## config.mk

```make
export PLATFORM = sky130hd
export DESIGN_NAME = instr_mem_param_flat
export DESIGN_NICKNAME = d
export VERILOG_FILES = /design/src/rtl/instr_mem_param_if.sv /design/src/rtl/instr_mem_param.sv /design/src/flat_wrapper.sv
export SDC_FILE = /design/constraint.sdc
export NUM_CORES = 1
export LEC_CHECK = 0
export CORE_ASPECT_RATIO = 0.6
export CORE_MARGIN = 2
export CORE_UTILIZATION = 50
export DETAILED_ROUTE_END_ITERATION = 12
export MAX_ROUTING_LAYER = met4
export PLACE_DENSITY = 0.79
export SLEW_MARGIN = 0
export SYNTH_ARGS = -nofsm -noshare
export SYNTH_HDL_FRONTEND = slang
export SYNTH_SLANG_ARGS = --single-unit
```

## constraint.sdc

```tcl
create_clock -name clk -period 4.97 [get_ports clk]
set_input_delay 1.2425 -clock clk [delete_from_list [all_inputs] [get_ports clk]]
set_output_delay 1.2425 -clock clk [all_outputs]
set_load 0.01 [all_outputs]
```

## src/rtl/instr_mem_param_if.sv

```systemverilog
// Fetch/load bus between the instruction memory and its consumer.
// master = fetch unit / program loader, slave = memory.
interface instr_mem_param_if #(
  parameter int DATA_W = 32,
  parameter int ADDR_W = 32
);
  logic              fetch_req;
  logic [ADDR_W-1:0] fetch_addr;
  logic              fetch_ready;
  logic              stall;
  logic [DATA_W-1:0] instr_out;
  logic              instr_valid;
  logic              addr_err;
  logic              load_en;
  logic [ADDR_W-1:0] load_addr;
  logic [DATA_W-1:0] load_data;
  logic              busy;

  modport master (
    output fetch_req,
    output fetch_addr,
    output stall,
    output load_en,
    output load_addr,
    output load_data,
    input  fetch_ready,
    input  instr_out,
    input  instr_valid,
    input  addr_err,
    input  busy
  );

  modport slave (
    input  fetch_req,
    input  fetch_addr,
    input  stall,
    input  load_en,
    input  load_addr,
    input  load_data,
    output fetch_ready,
    output instr_out,
    output instr_valid,
    output addr_err,
    output busy
  );
endinterface

```

## src/rtl/instr_mem_param.sv

```systemverilog
// Parameterised instruction memory: NOP-clearing init sweep,
// 1-cycle registered fetch with stall hold, and a program-load port.
module instr_mem_param #(
  parameter int DATA_W    = 32,
  parameter int ADDR_W    = 32,
  parameter int DEPTH     = 32,
  parameter int BYTE_ADDR = 0
) (
  input logic clk,
  input logic rst,
  instr_mem_param_if.slave bus
);

  localparam int IDX_W = (DEPTH > 1) ? $clog2(DEPTH) : 1;
  localparam logic [ADDR_W-1:0] DEPTH_A = ADDR_W'(DEPTH);
  localparam logic [IDX_W-1:0]  LAST    = IDX_W'(DEPTH - 1);

  typedef enum logic {
    INIT,
    RUN
  } state_t;

  state_t state;
  state_t state_nxt;

  logic [IDX_W-1:0]  clr_cnt;
  logic [IDX_W-1:0]  clr_cnt_nxt;
  logic [DATA_W-1:0] mem [DEPTH];

  logic [DATA_W-1:0] out_q;
  logic              valid_q;
  logic              err_q;
  logic              run;
  logic              ready;

  logic [ADDR_W-1:0] f_word;
  logic [ADDR_W-1:0] l_word;
  logic              f_mis;
  logic              l_mis;
  logic              f_bad;
  logic              l_bad;
  logic [IDX_W-1:0]  f_idx;
  logic [IDX_W-1:0]  l_idx;

  // Range check uses the whole word address so high bits never alias.
  always_comb begin
    f_word = bus.fetch_addr;
    l_word = bus.load_addr;
    f_mis  = 1'b0;
    l_mis  = 1'b0;
    if (BYTE_ADDR != 0) begin
      f_word = bus.fetch_addr >> 2;
      l_word = bus.load_addr >> 2;
      f_mis  = bus.fetch_addr[1:0] != 2'b00;
      l_mis  = bus.load_addr[1:0] != 2'b00;
    end
    f_bad = f_mis || (f_word >= DEPTH_A);
    l_bad = l_mis || (l_word >= DEPTH_A);
    f_idx = f_word[IDX_W-1:0];
    l_idx = l_word[IDX_W-1:0];
  end

  always_ff @(posedge clk or posedge rst) begin
    if (rst) begin
      state   <= INIT;
      clr_cnt <= '0;
    end else begin
      state   <= state_nxt;
      clr_cnt <= clr_cnt_nxt;
    end
  end

  always_comb begin
    state_nxt   = state;
    clr_cnt_nxt = clr_cnt;
    unique case (state)
      INIT: begin
        clr_cnt_nxt = clr_cnt + 1'b1;
        if (clr_cnt == LAST) begin
          state_nxt   = RUN;
          clr_cnt_nxt = '0;
        end
      end
      RUN: begin
        state_nxt = RUN;
      end
    endcase
  end

  assign run   = (state == RUN);
  assign ready = run && !(valid_q && bus.stall);

  // Nonblocking write gives read-before-write on a same-index collision.
  always_ff @(posedge clk) begin
    if (!run) begin
      mem[clr_cnt] <= '0;
    end else if (bus.load_en && !l_bad) begin
      mem[l_idx] <= bus.load_data;
    end
  end

  always_ff @(posedge clk or posedge rst) begin
    if (rst) begin
      out_q   <= '0;
      valid_q <= 1'b0;
      err_q   <= 1'b0;
    end else if (ready) begin
      if (bus.fetch_req) begin
        valid_q <= 1'b1;
        err_q   <= f_bad;
        out_q   <= f_bad ? '0 : mem[f_idx];
      end else begin
        valid_q <= 1'b0;
      end
    end
  end

  assign bus.fetch_ready = ready;
  assign bus.instr_out   = out_q;
  assign bus.instr_valid = valid_q;
  assign bus.addr_err    = err_q;
  assign bus.busy        = !run;

endmodule

```

## src/flat_wrapper.sv

```systemverilog
// flat-port wrapper written by rule: the top's interface ports become plain ports
module instr_mem_param_flat 
#(
  parameter int DATA_W    = 32,
  parameter int ADDR_W    = 32,
  parameter int DEPTH     = 32,
  parameter int BYTE_ADDR = 0
)
  (clk, rst, bus_fetch_req, bus_fetch_addr, bus_stall, bus_load_en, bus_load_addr, bus_load_data, bus_fetch_ready, bus_instr_out, bus_instr_valid, bus_addr_err, bus_busy);
  instr_mem_param_if #(.DATA_W(DATA_W), .ADDR_W(ADDR_W)) bus_i ();
  input logic clk;
  input logic rst;
  input wire logic [$bits(bus_i.fetch_req)-1:0] bus_fetch_req;
  input wire logic [$bits(bus_i.fetch_addr)-1:0] bus_fetch_addr;
  input wire logic [$bits(bus_i.stall)-1:0] bus_stall;
  input wire logic [$bits(bus_i.load_en)-1:0] bus_load_en;
  input wire logic [$bits(bus_i.load_addr)-1:0] bus_load_addr;
  input wire logic [$bits(bus_i.load_data)-1:0] bus_load_data;
  output wire logic [$bits(bus_i.fetch_ready)-1:0] bus_fetch_ready;
  output wire logic [$bits(bus_i.instr_out)-1:0] bus_instr_out;
  output wire logic [$bits(bus_i.instr_valid)-1:0] bus_instr_valid;
  output wire logic [$bits(bus_i.addr_err)-1:0] bus_addr_err;
  output wire logic [$bits(bus_i.busy)-1:0] bus_busy;
  assign bus_i.fetch_req = bus_fetch_req;
  assign bus_i.fetch_addr = bus_fetch_addr;
  assign bus_i.stall = bus_stall;
  assign bus_i.load_en = bus_load_en;
  assign bus_i.load_addr = bus_load_addr;
  assign bus_i.load_data = bus_load_data;
  assign bus_fetch_ready = bus_i.fetch_ready;
  assign bus_instr_out = bus_i.instr_out;
  assign bus_instr_valid = bus_i.instr_valid;
  assign bus_addr_err = bus_i.addr_err;
  assign bus_busy = bus_i.busy;
  instr_mem_param #(.DATA_W(DATA_W), .ADDR_W(ADDR_W), .DEPTH(DEPTH), .BYTE_ADDR(BYTE_ADDR)) u_core (.clk(clk), .rst(rst), .bus(bus_i));
endmodule
```

==> metrics.md, run 1 <==
| Metric | Value |
|---|---|
| Total number of clock tree sinks | 1,064 |
| Critical path's slowest cell | o21ai_0 |
| Pint | 13.68 mW |
| Total Routed Length | 110,400 microns |
| Run status | complete, no violations |
| Mapped Cells | 2,045 |
| Grt ovf | 0 |
| Net Sw Frac | 0.2016 |
| Hold/Removal Path Class | register to register |
| Die Ht | 227.3 microns |
| Cell with the most instances after synthesis | edfxtp_1 |
| Vias in the first global route | 21,910 |
| CTS Hold Bufs | 0 |
| Post-synth cell types | 43 |
| Crit-path max cell delay | 0.96 ns |
| Slew @ Worst Pin | 1.152 ns |
| P_leak | 18.36 nW |
| Hold_ws | 0.5263 ns |
| Max Freq | 243.9 MHz |
| Gpl congestion | 0.9326 |
| CTS tree | done |
| FFs w/ async S/R, synth | 0.03759 |
| Synth Warn # | 0 |
| Mean Syn Cell Area | 20.33 sq um |
| Clock Latency Late Sink | 0.68 ns |
| Utilization after layout | 0.5858 |
| Post-Syn Area | 41,570 sq um |
| 1st-iter DRT viols | 4,043 |
| Vias per inst | 6.632 |
| Initial antenna violation count | 5 |
| H-tree depth | 3 |
| Post-route DRC | 0 |
| Synth-to-layout area growth | 15.41% |
| Critical path required time | 5.37 ns |
| CTS Root Buffer Type | clkbuf_16 |
| Setup TNS | 0 ns |
| HPWL after detailed placement | 67,230 microns |
| Std-Cell Rows | 81 |
| Part of the Yosys area used for sequential elements | 0.7639 |
| Crit path cell chain | clkdlybuf4s50_1, nor4_1, and4_1, a211oi_1, o21ai_0, nor3_2, buf_4 |
| Number of enable flip-flop cells after synthesis | 1,024 |
| Unrepaired setup endpoints after global routing | no |
| Die ar. | 85,530 sq um |
| Setup CP Type | input pin to register |
| Psw | 3.454 mW |
| Final Setup Violations | 0 |
| Largest net degree at the start of global routing | 93 |
| Cell accounting for the most synthesized area | edfxtp_1 |
| Post-route ant nets | 0 |
| Final Critical Period | 4.099 ns |
| Max Cap Viol | 0 |
| First-pass GRT wire length | 157,700 microns |
| Drt first pass iters | 5 |
| GRT Total Usage | 0.2686 |
| Max-slew headroom | 0.2158 |
| CP Launch Type | input pin |
| Combinational share of power | 0.028 |
| Final Non-Filler Cells | 3,412 |
| Worst setup EP type | register |
| Die width | 376.2 microns |
| Critical Path AT | 4.50 ns |
| Synth top area cells | edfxtp_1, mux4_2, dfrtp_1 |
| Bufs on Longest Clock Path | 3 |
| # nets final | 2,362 |
| Routed vias | 22,630 |
| Pwr/cell area | 357.1 nW/um^2 |
| Ys flop type | edfxtp_1 |
| Tcrit/Tclk final | 0.8248 |
| Core Box Area | 81,890 sq um |
| Synthesized flop and latch total | 1,064 |
| Area share of the leading cell type in the synthesized netlist | 0.7398 |
| Register share of total power | 0.564 |
| Fill cells | 5,686 |
| Max VDD drop | 292.3 uV |
| Placed insts | 3,250 |
| Mapped Nets | 2,148 |
| Num ports | 137 |
| Hold Vio Cnt, Final | 0 |
| Share of cells above drive strength 1 | 0.2432 |
| Critical Path Fanout Max | 19 |
| Worst-path clk slew | 0.07 ns |
| Post-cts repair resize count | 0 |
| Num CTS Buffers | 86 |
| Final Skew | 0.02533 ns |
| Post-CTS setup buffer count | 0 |
| Clock Power Share | 0.407 |
| Port bufs | 136 |
| Post-synth top cells | edfxtp_1, mux4_2, a22oi_1 |
| Initial Util | 0.5076 |
| Slew Viols, Final | 0 |
| DR WL/cell | 32.35 microns |
[cells by family (layout without fill, tap and decap cells)]
kind of cell,after synthesis,after routing,share of synthesized area
flip-flops,1064,1064,0.7639
AND/OR/NAND/NOR,287,287,0.03730
buffers and inverters,130,416,0.01571
adder cells (fa/ha/maj),2,2,0.0006019
other,0,2,0
AO/OA/AOI/OAI,236,236,0.03998
multiplexers,326,326,0.1426
[cell type report]
type / count / area (sq um) / share of cell area
flip-flops and latches: 1064 / 31750 / 0.6618
multi-input cells: 851 / 9440 / 0.1968
repair buffers: 250 / 2566 / 0.05349
clock buffers: 102 / 2212 / 0.04611
well taps: 1079 / 1350 / 0.02814
clock inverters: 58 / 626.9 / 0.01307
inverters: 6 / 22.52 / 0.0004695
diodes: 2 / 5.005 / 0.0001043
[per-stage QoR]
step | cell area (sq um) | power (mW) | setup slack [ns]
2_1_floorplan | 41610 | 10.15 | -0.3948
3_3_place_gp | 45130 | 10.34 | 0.4249
3_5_place_dp | 45130 | 10.35 | 0.2413
4_1_cts | 47970 | 17.20 | 0.9496
5_1_grt | 47970 | 17.54 | 0.6701
6_report | 47970 | 17.13 | 0.8707
[power groups by stage]
stage / clock network (mW) / logic, mW / registers (mW)
finish: 6.98 / 0.485 / 9.67
global route: 7.37 / 0.509 / 9.66
CTS: 7.05 / 0.483 / 9.67
detailed placement: 0 / 0.478 / 9.87
global placement: 0 / 0.475 / 9.87
floorplan: 0 / 0.284 / 9.87
[registers in the layout, summed over array words and instances (netlist names)]
| name | cells |
|---|---|
| u_core.mem | 1024 |
| u_core.bus.instr_out | 32 |
| u_core.clr_cnt | 5 |
| u_core.bus.addr_err | 1 |
| u_core.bus.instr_valid | 1 |
| u_core.run | 1 |
[path summary, 6_finish.rpt]
check | to | slack, ns | from | cells past startpoint
hold / removal | u_core.bus.instr_valid$_DFFE_PP0P_ | 0.53 | u_core.bus.instr_valid$_DFFE_PP0P_ | 1
setup reg to reg | u_core.mem[0][23]$_DFFE_PP_ | 1.59 | u_core.run$_DFF_PP0_ | 5
hold reg to reg | u_core.bus.instr_valid$_DFFE_PP0P_ | 0.53 | u_core.bus.instr_valid$_DFFE_PP0P_ | 1
min in group asynchronous | u_core.bus.instr_out[12]$_DFFE_PP0P_ | 0.93 | rst | 2
setup / recovery | u_core.mem[0][23]$_DFFE_PP_ | 0.87 | bus_load_addr[8] | 7
max in group asynchronous | u_core.clr_cnt[3]$_DFFE_PP0N_ | 3.11 | rst | 3
[worst max-delay path, delay by kind of cell]
kind | cells | cell delay, ns
and+or+nand+nor | 3 | 1.40
AOI/OAI and AO/OA | 2 | 1.16
buffers and inverters | 2 | 0.69
[cells in the final DEF, fill, tap and decap left out, drive strengths merged, types with 36 or more instances in the layout]
master,n
clkdlybuf4s50,132
a22oi,82
nand2,67
buf,117
nor3,36
nand2b,53
edfxtp,1024
clkinv,40
dfrtp,40
mux4,206
nand3,46
mux2,68
clkbuf,103
o21ai,62
mux2i,52
and3,51
[per-layer routing]
layer  track usage  vias up  part of all wire
li1              -     8956                 -
met1        0.3860    11800              0.39
met2        0.3753     1712              0.44
met3       0.08597      158              0.15
met4       0.06477        0             0.021
met5             -        -                 0
Note: power is estimated with default switching activity, not from simulation.
==> inputs of run 2 (changes only) <==
clock period = 4 ns   (was 4.97 ns; I/O delays follow)
==> run 2 against run 1 <==
Against the previous run:
- sequential power grew 24%
- first-iteration DRC count down 2.3%
- clock skew down 0.0089 ns
- largest power group unchanged
- power rose by 25%
- worst setup slack worse by 0.35 ns
- die area did not move
- critical endpoint is now u_core.mem[12][28]$_DFFE_PP_
==> metrics.md, run 2 (synthesis gave the netlist of run 1 again) <==
| Metric | Value |
|---|---|
| Core Box Area | 81,890 sq um (unchanged) |
| Buf+Inv Stages, Crit Path | 3 (was 2) |
| Std-Cell Rows | 81 (unchanged) |
| Critical Path AT | 3.88 ns (was 4.50 ns) |
| CTS Root Buffer Type | clkbuf_16 (unchanged) |
| Initial antenna violation count | 3 (was 5) |
| Post-CTS setup buffer count | 0 (unchanged) |
| Post-route DRC | 0 (unchanged) |
| Critical Path Fanout Max | 32 (was 19) |
| Vias in the first global route | 22,430 (was 21,910) |
| Max Cap Viol | 0 (unchanged) |
| Slew @ Worst Pin | 1.144 ns (was 1.152 ns) |
| Critical path required time | 4.40 ns (was 5.37 ns) |
| Setup TNS | 0 ns (unchanged) |
| Share of cells above drive strength 1 | 0.2519 (was 0.2432) |
| Final WS setup | 0.5203 ns (was 0.8707 ns) |
| Die Ht | 227.3 microns (unchanged) |
| Slew Viols, Final | 0 (unchanged) |
| H-tree depth | 3 (unchanged) |
| Initial Util | 0.5076 (unchanged) |
| # nets final | 2,396 (was 2,362) |
| Final Non-Filler Cells | 3,443 (was 3,412) |
| Critical path's slowest cell | mux2i_4 (was o21ai_0) |
| Num ports | 137 (unchanged) |
| Synth-to-layout area growth | 16.77% (was 15.41%) |
| Most frequent cells in the layout | edfxtp_1, mux4_2, clkdlybuf4s50_1 (unchanged) |
| Max-slew headroom | 0.2211 (was 0.2158) |
| Post-placement setup slack | -0.04194 ns (was 0.2413 ns) |
| Fill cells | 5,556 (was 5,686) |
| Grt ovf | 0 (unchanged) |
| Top reg by flops | u_core.mem (unchanged) |
| Largest net degree at the start of global routing | 71 (was 93) |
| Pwr/cell area | 441.8 nW/um^2 (was 357.1 nW/um^2) |
| Crit path cell chain | clkdlybuf4s50_1, nor4_1, nand4_1, buf_4, nor2_4, mux2i_4, nor3_2, buf_12 (was clkdlybuf4s50_1, nor4_1, and4_1, a211oi_1, o21ai_0, nor3_2, buf_4) |
| Total Routed Length | 114,700 microns (was 110,400 microns) |
| Final Setup Violations | 0 (unchanged) |
| Max Freq | 287.4 MHz |
| Most common cell after layout, fill and taps aside | edfxtp_1 (unchanged) |
| Tcrit/Tclk final | 0.8699 |
| Num CTS Buffers | 89 (was 86) |
| Drt first pass iters | 6 (was 5) |
| Post-route ant nets | 0 (unchanged) |
| Die ar. | 85,530 sq um (unchanged) |
| Net Sw Frac | 0.2032 (was 0.2016) |
| Worst setup EP type | register (unchanged) |
| Hold Vio Cnt, Final | 0 (unchanged) |
| CP Launch Type | input pin (unchanged) |
| Placed insts | 3,281 (was 3,250) |
| HPWL after detailed placement | 71,460 microns (was 67,230 microns) |
| Max VDD drop | 376.6 uV (was 292.3 uV) |
| DR WL/cell | 33.31 microns (was 32.35 microns) |
| Combinational share of power | 0.029 (was 0.028) |
| Unrepaired setup endpoints after global routing | no (unchanged) |
| Clock Latency Late Sink | 0.69 ns (was 0.68 ns) |
| Register share of total power | 0.560 (was 0.564) |
| Setup CP Type | input pin to register (unchanged) |
| Routed vias | 22,970 (was 22,630) |
| Die width | 376.2 microns (unchanged) |
| Pint | 17.09 mW (was 13.68 mW) |
| Utilization after layout | 0.5927 (was 0.5858) |
| Psw | 4.356 mW (was 3.454 mW) |
| Worst-path clk slew | 0.06 ns (was 0.07 ns) |
| CTS tree | done (unchanged) |
| Hold/Removal Path Class | register to register (unchanged) |
| Total number of clock tree sinks | 1,064 (unchanged) |
| Clock Power Share | 0.410 (was 0.407) |
| P_leak | 18.44 nW (was 18.36 nW) |
| Final Skew | 0.01640 ns (was 0.02533 ns) |
| Largest register FFs | 1,024 (unchanged) |
| Gpl congestion | 0.9519 (was 0.9326) |
| Crit-path max cell delay | 0.97 ns (was 0.96 ns) |
| Post-cts repair resize count | 0 (unchanged) |
| Final Critical Period | 3.480 ns |
| First-pass GRT wire length | 163,300 microns (was 157,700 microns) |
| Delay-heaviest family, CP | multiplexers (was simple AND/OR/NAND/NOR gates) |
| Bufs on Longest Clock Path | 3 (unchanged) |
| 1st-iter DRT viols | 3,951 (was 4,043) |
| GRT Total Usage | 0.2810 (was 0.2686) |
| Run status | complete, no violations (unchanged) |
| Vias per inst | 6.673 (was 6.632) |
| CTS Hold Bufs | 0 (unchanged) |
| Port bufs | 136 (unchanged) |
==> run 2: layout make-up <==
| class | count | area (sq um) | area share |
|---|---|---|---|
| well taps | 1079 | 1350 | 0.02781 |
| flip-flops and latches | 1064 | 31750 | 0.6541 |
| clock buffers | 109 | 2344 | 0.04828 |
| clock inverters | 51 | 569.3 | 0.01173 |
| inverters | 6 | 22.52 | 0.0004640 |
| multi-input cells | 851 | 9497 | 0.1957 |
| diodes | 2 | 5.005 | 0.0001031 |
| repair buffers | 281 | 3000 | 0.06182 |
==> run 2: power by group through the flow <==
| stage | Clock, mW | Combinational, mW | Sequential [mW] |
|---|---|---|---|
| 3_5_place_dp | 0 | 0.618 | 12.3 |
| 5_1_grt | 9.29 | 0.656 | 12.0 |
| 2_1_floorplan | 0 | 0.353 | 12.3 |
| 4_1_cts | 8.88 | 0.623 | 12.0 |
| 6_report | 8.80 | 0.626 | 12.0 |
| 3_3_place_gp | 0 | 0.608 | 12.3 |
==> run 2: stage by stage <==
stage | hold slack [ns] | instance area, sq um | power, mW
floorplan | 0.5054 | 41670 | 12.61
finish | 0.5217 | 48540 | 21.44
detailed placement | 0.5106 | 45620 | 12.88
global route | 0.5408 | 48540 | 21.96
global placement | 0.4969 | 45620 | 12.87
CTS | 0.5246 | 48530 | 21.52
==> run 2: final timing paths <==
path / start / to / slack (ns) / depth (start not counted)
worst max-delay path: bus_load_addr[31] / u_core.mem[12][28]$_DFFE_PP_ / 0.52 / 8
worst min-delay path: u_core.bus.instr_valid$_DFFE_PP0P_ / u_core.bus.instr_valid$_DFFE_PP0P_ / 0.52 / 1
worst max register to register: u_core.run$_DFF_PP0_ / u_core.mem[12][28]$_DFFE_PP_ / 0.79 / 6
worst min register to register: u_core.bus.instr_valid$_DFFE_PP0P_ / u_core.bus.instr_valid$_DFFE_PP0P_ / 0.52 / 1
max in group asynchronous: rst / u_core.clr_cnt[2]$_DFFE_PP0N_ / 2.47 / 3
min in group asynchronous: rst / u_core.bus.instr_out[12]$_DFFE_PP0P_ / 0.73 / 2
==> run 2: worst register-to-register path: cells and delay by family, from the launching register on <==
family        cells  cell delay, ns
flops             1            0.81
mux               1            0.97
buf+inv           2            0.46
simple gates      3            0.61
==> run 2: routing by layer <==
metal / wire, microns / up-vias / track usage
met1: 43560 / 11920 / 0.4002
met5: 0 / - / -
met3: 18310 / 199 / 0.09798
li1: - / 9023 / -
met2: 50130 / 1830 / 0.3917
met4: 2682 / 0 / 0.06490
==> variant (config.mk and constraints of run 2) <==
`BYTE_ADDR` is set to 0 in 2 places; all go to 1.
--- a/src/rtl/instr_mem_param.sv
+++ b/src/rtl/instr_mem_param.sv
@@ -6,3 +6,3 @@
   parameter int DEPTH     = 32,
-  parameter int BYTE_ADDR = 0
+  parameter int BYTE_ADDR = 1
 ) (
--- a/src/flat_wrapper.sv
+++ b/src/flat_wrapper.sv
@@ -6,3 +6,3 @@
   parameter int DEPTH     = 32,
-  parameter int BYTE_ADDR = 0
+  parameter int BYTE_ADDR = 1
 )
Behaviour: same outputs for any inputs over 4 cycles, from zero or initial values and one cycle with rst high; that may be too few to reach the edited logic, so the function may still have changed.
==> variant against run 2 <==
  * Worst setup slack improved by 0.013 ns
  * Clock skew increased by 0.0025 ns
  * Routed wire length decreased by 4.8%
  * Count of clock-buffer cells in the layout down 1
  * Sequential cell count is the same
  * Design area barely moved
  * Area after synthesis is 0.23% higher
  * Critical path depth fell by 1
  * Total power hardly changed
  * Critical path type unchanged
  * Largest cell class unchanged
==> variant: results (changes against run 2) <==
Status: complete, no violations (unchanged)
TritonCTS Buffers: 87 (was 89)
Top reg by flops: u_core.mem (unchanged)
Synth top area cells: edfxtp_1 (74%), mux4_2 (11%), dfrtp_1 (2.4%) (unchanged)
Layout cells sized above 1: 24.3% (was 25.2%)
Final GP Congestion: 0.903 (was 0.952)
Hold Path Class: reg -> reg (unchanged)
Pre-CTS setup slack: -0.0809 ns (was -0.0419 ns)
Setup TNS: 0 ns (unchanged)
DRT iter0 DRCs: 3653 (was 3951)
Setup Fix Bufs, Post-CTS: 0 (unchanged)
Pre-antenna DRT Iters: 8 (was 6)
Met3 WL post-DR: 16700 um (was 18300 um)
Peak VDD IR: 0.406 mV (was 0.377 mV)
Post-CTS resize count: 0 (unchanged)
Cell count after placement: 3276 (was 3281)
Max Used Layer: met4 (unchanged)
Worst Clk Skew: 0.0189 ns (was 0.0164 ns)
Max reg flops: 1024 (unchanged)
Clock latency on the worst-skew pair: 0.66 ns (was 0.69 ns)
Top Family by Delay on Critical Path: simple AND/OR/NAND/NOR gates (was multiplexers)
Synth unique cells: 50 (was 43)
Post-synth EDFFs: 1024 (unchanged)
Post-synthesis area per instance: 20.4 sq um (was 20.3 sq um)
FF-to-FF path depth: 5 (was 6)
M1 WL: 42500 um (was 43600 um)
Sequential fraction of the synthesis area: 76.2% (was 76.4%)
HPWL after detailed placement: 67700 um (was 71500 um)
Top_reg_cell synth: edfxtp_1 (unchanged)
Fin cells: 3436 (was 3443)
Vias after detailed routing: 22726 (was 22974)
Clk slew on worst S/H paths: 0.07 ns
Largest net degree at the start of global routing: 44 (was 71)
Top cell type's share of synthesized area: 73.8% (was 74.0%)
Worst EP arrival: 3.85 ns (was 3.88 ns)
Total track usage: 26.7% (was 28.1%)
Worst r2r src: u_core.run (unchanged)
CP startpoint: bus_load_addr[21] (was bus_load_addr[31])
Clk buf depth: 3 (unchanged)
Routed wl met2: 47500 um (was 50100 um)
Hold path startpoint: u_core.bus.addr_err (was u_core.bus.instr_valid)
Pleak: 18.4 nW (about the same)
Ys Warns: 0 (unchanged)
CP max stage cell: mux2i_4 (unchanged)
IO Port Bufs: 136 (unchanged)
Placed Area: 0.0456 sq mm (about the same)
Net count after synthesis: 2150 (was 2148)
Hold Path Depth: 1 (unchanged)
Least-Margin Pin Slew: 1.10 ns (was 1.14 ns)
Root buffer cell: clkbuf_16 (unchanged)
First-pass GRT wire length: 158000 um (was 163000 um)
CTS H-tree lvls: 3 (unchanged)
Slowest stage delay, CP: 0.95 ns (was 0.97 ns)
Commonest cells in the netlist: edfxtp_1 (1024), mux4_2 (211), nand2_1 (109) (was edfxtp_1 (1024), mux4_2 (206), a22oi_1 (82))
Crit path max fanout: 32 (unchanged)
Antenna violations before repair: 2 (was 3)
Asr flop ratio synth: 3.76% (unchanged)
Routed length per instance: 31.8 um (was 33.3 um)
Fin nets: 2389 (was 2396)
[variant: cell families after synthesis]
kind of cell	after synthesis	share of synthesized area (%)
flip-flops	1064	76.2
multiplexers	326	14.4
AND/OR/NAND/NOR	302	3.92
AO/OA/AOI/OAI	221	3.77
buffers and inverters	132	1.68
adder cells (fa/ha/maj)	2	0.0601
[variant: final cells by class]
cell class                 instances  area (sq um)
sequential                      1064         31800
timing repair buffer             275          2970
clock inverter                    50           547
clock buffer                     108          2310
inverter                           7          26.3
antenna                            2          5.00
tap                             1079          1350
multi-input combinational        851          9540
fill                            5587         33500
[variant: worst paths after layout]
path / endpoint / slack, ns
max: u_core.mem[28][18] / 0.53
min: u_core.bus.addr_err / 0.53
max reg2reg: u_core.mem[28][18] / 0.97
min reg2reg: u_core.bus.addr_err / 0.53
max in group asynchronous: u_core.bus.instr_out[20] / 2.32
min in group asynchronous: u_core.bus.instr_out[8] / 0.79
[variant: power by group]
group	internal (mW)	switching, mW
Sequential	12.0	0.000991
Clock	4.88	3.89
Combinational	0.285	0.375
Total	17.2	4.27
[variant: metal layers]
layer / track usage (%) / vias to the layer above
li1: - / 9021
met1: 37.8 / 11775
met2: 37.3 / 1745
met3: 8.93 / 185
met4: 6.94 / 0
met5: - / -
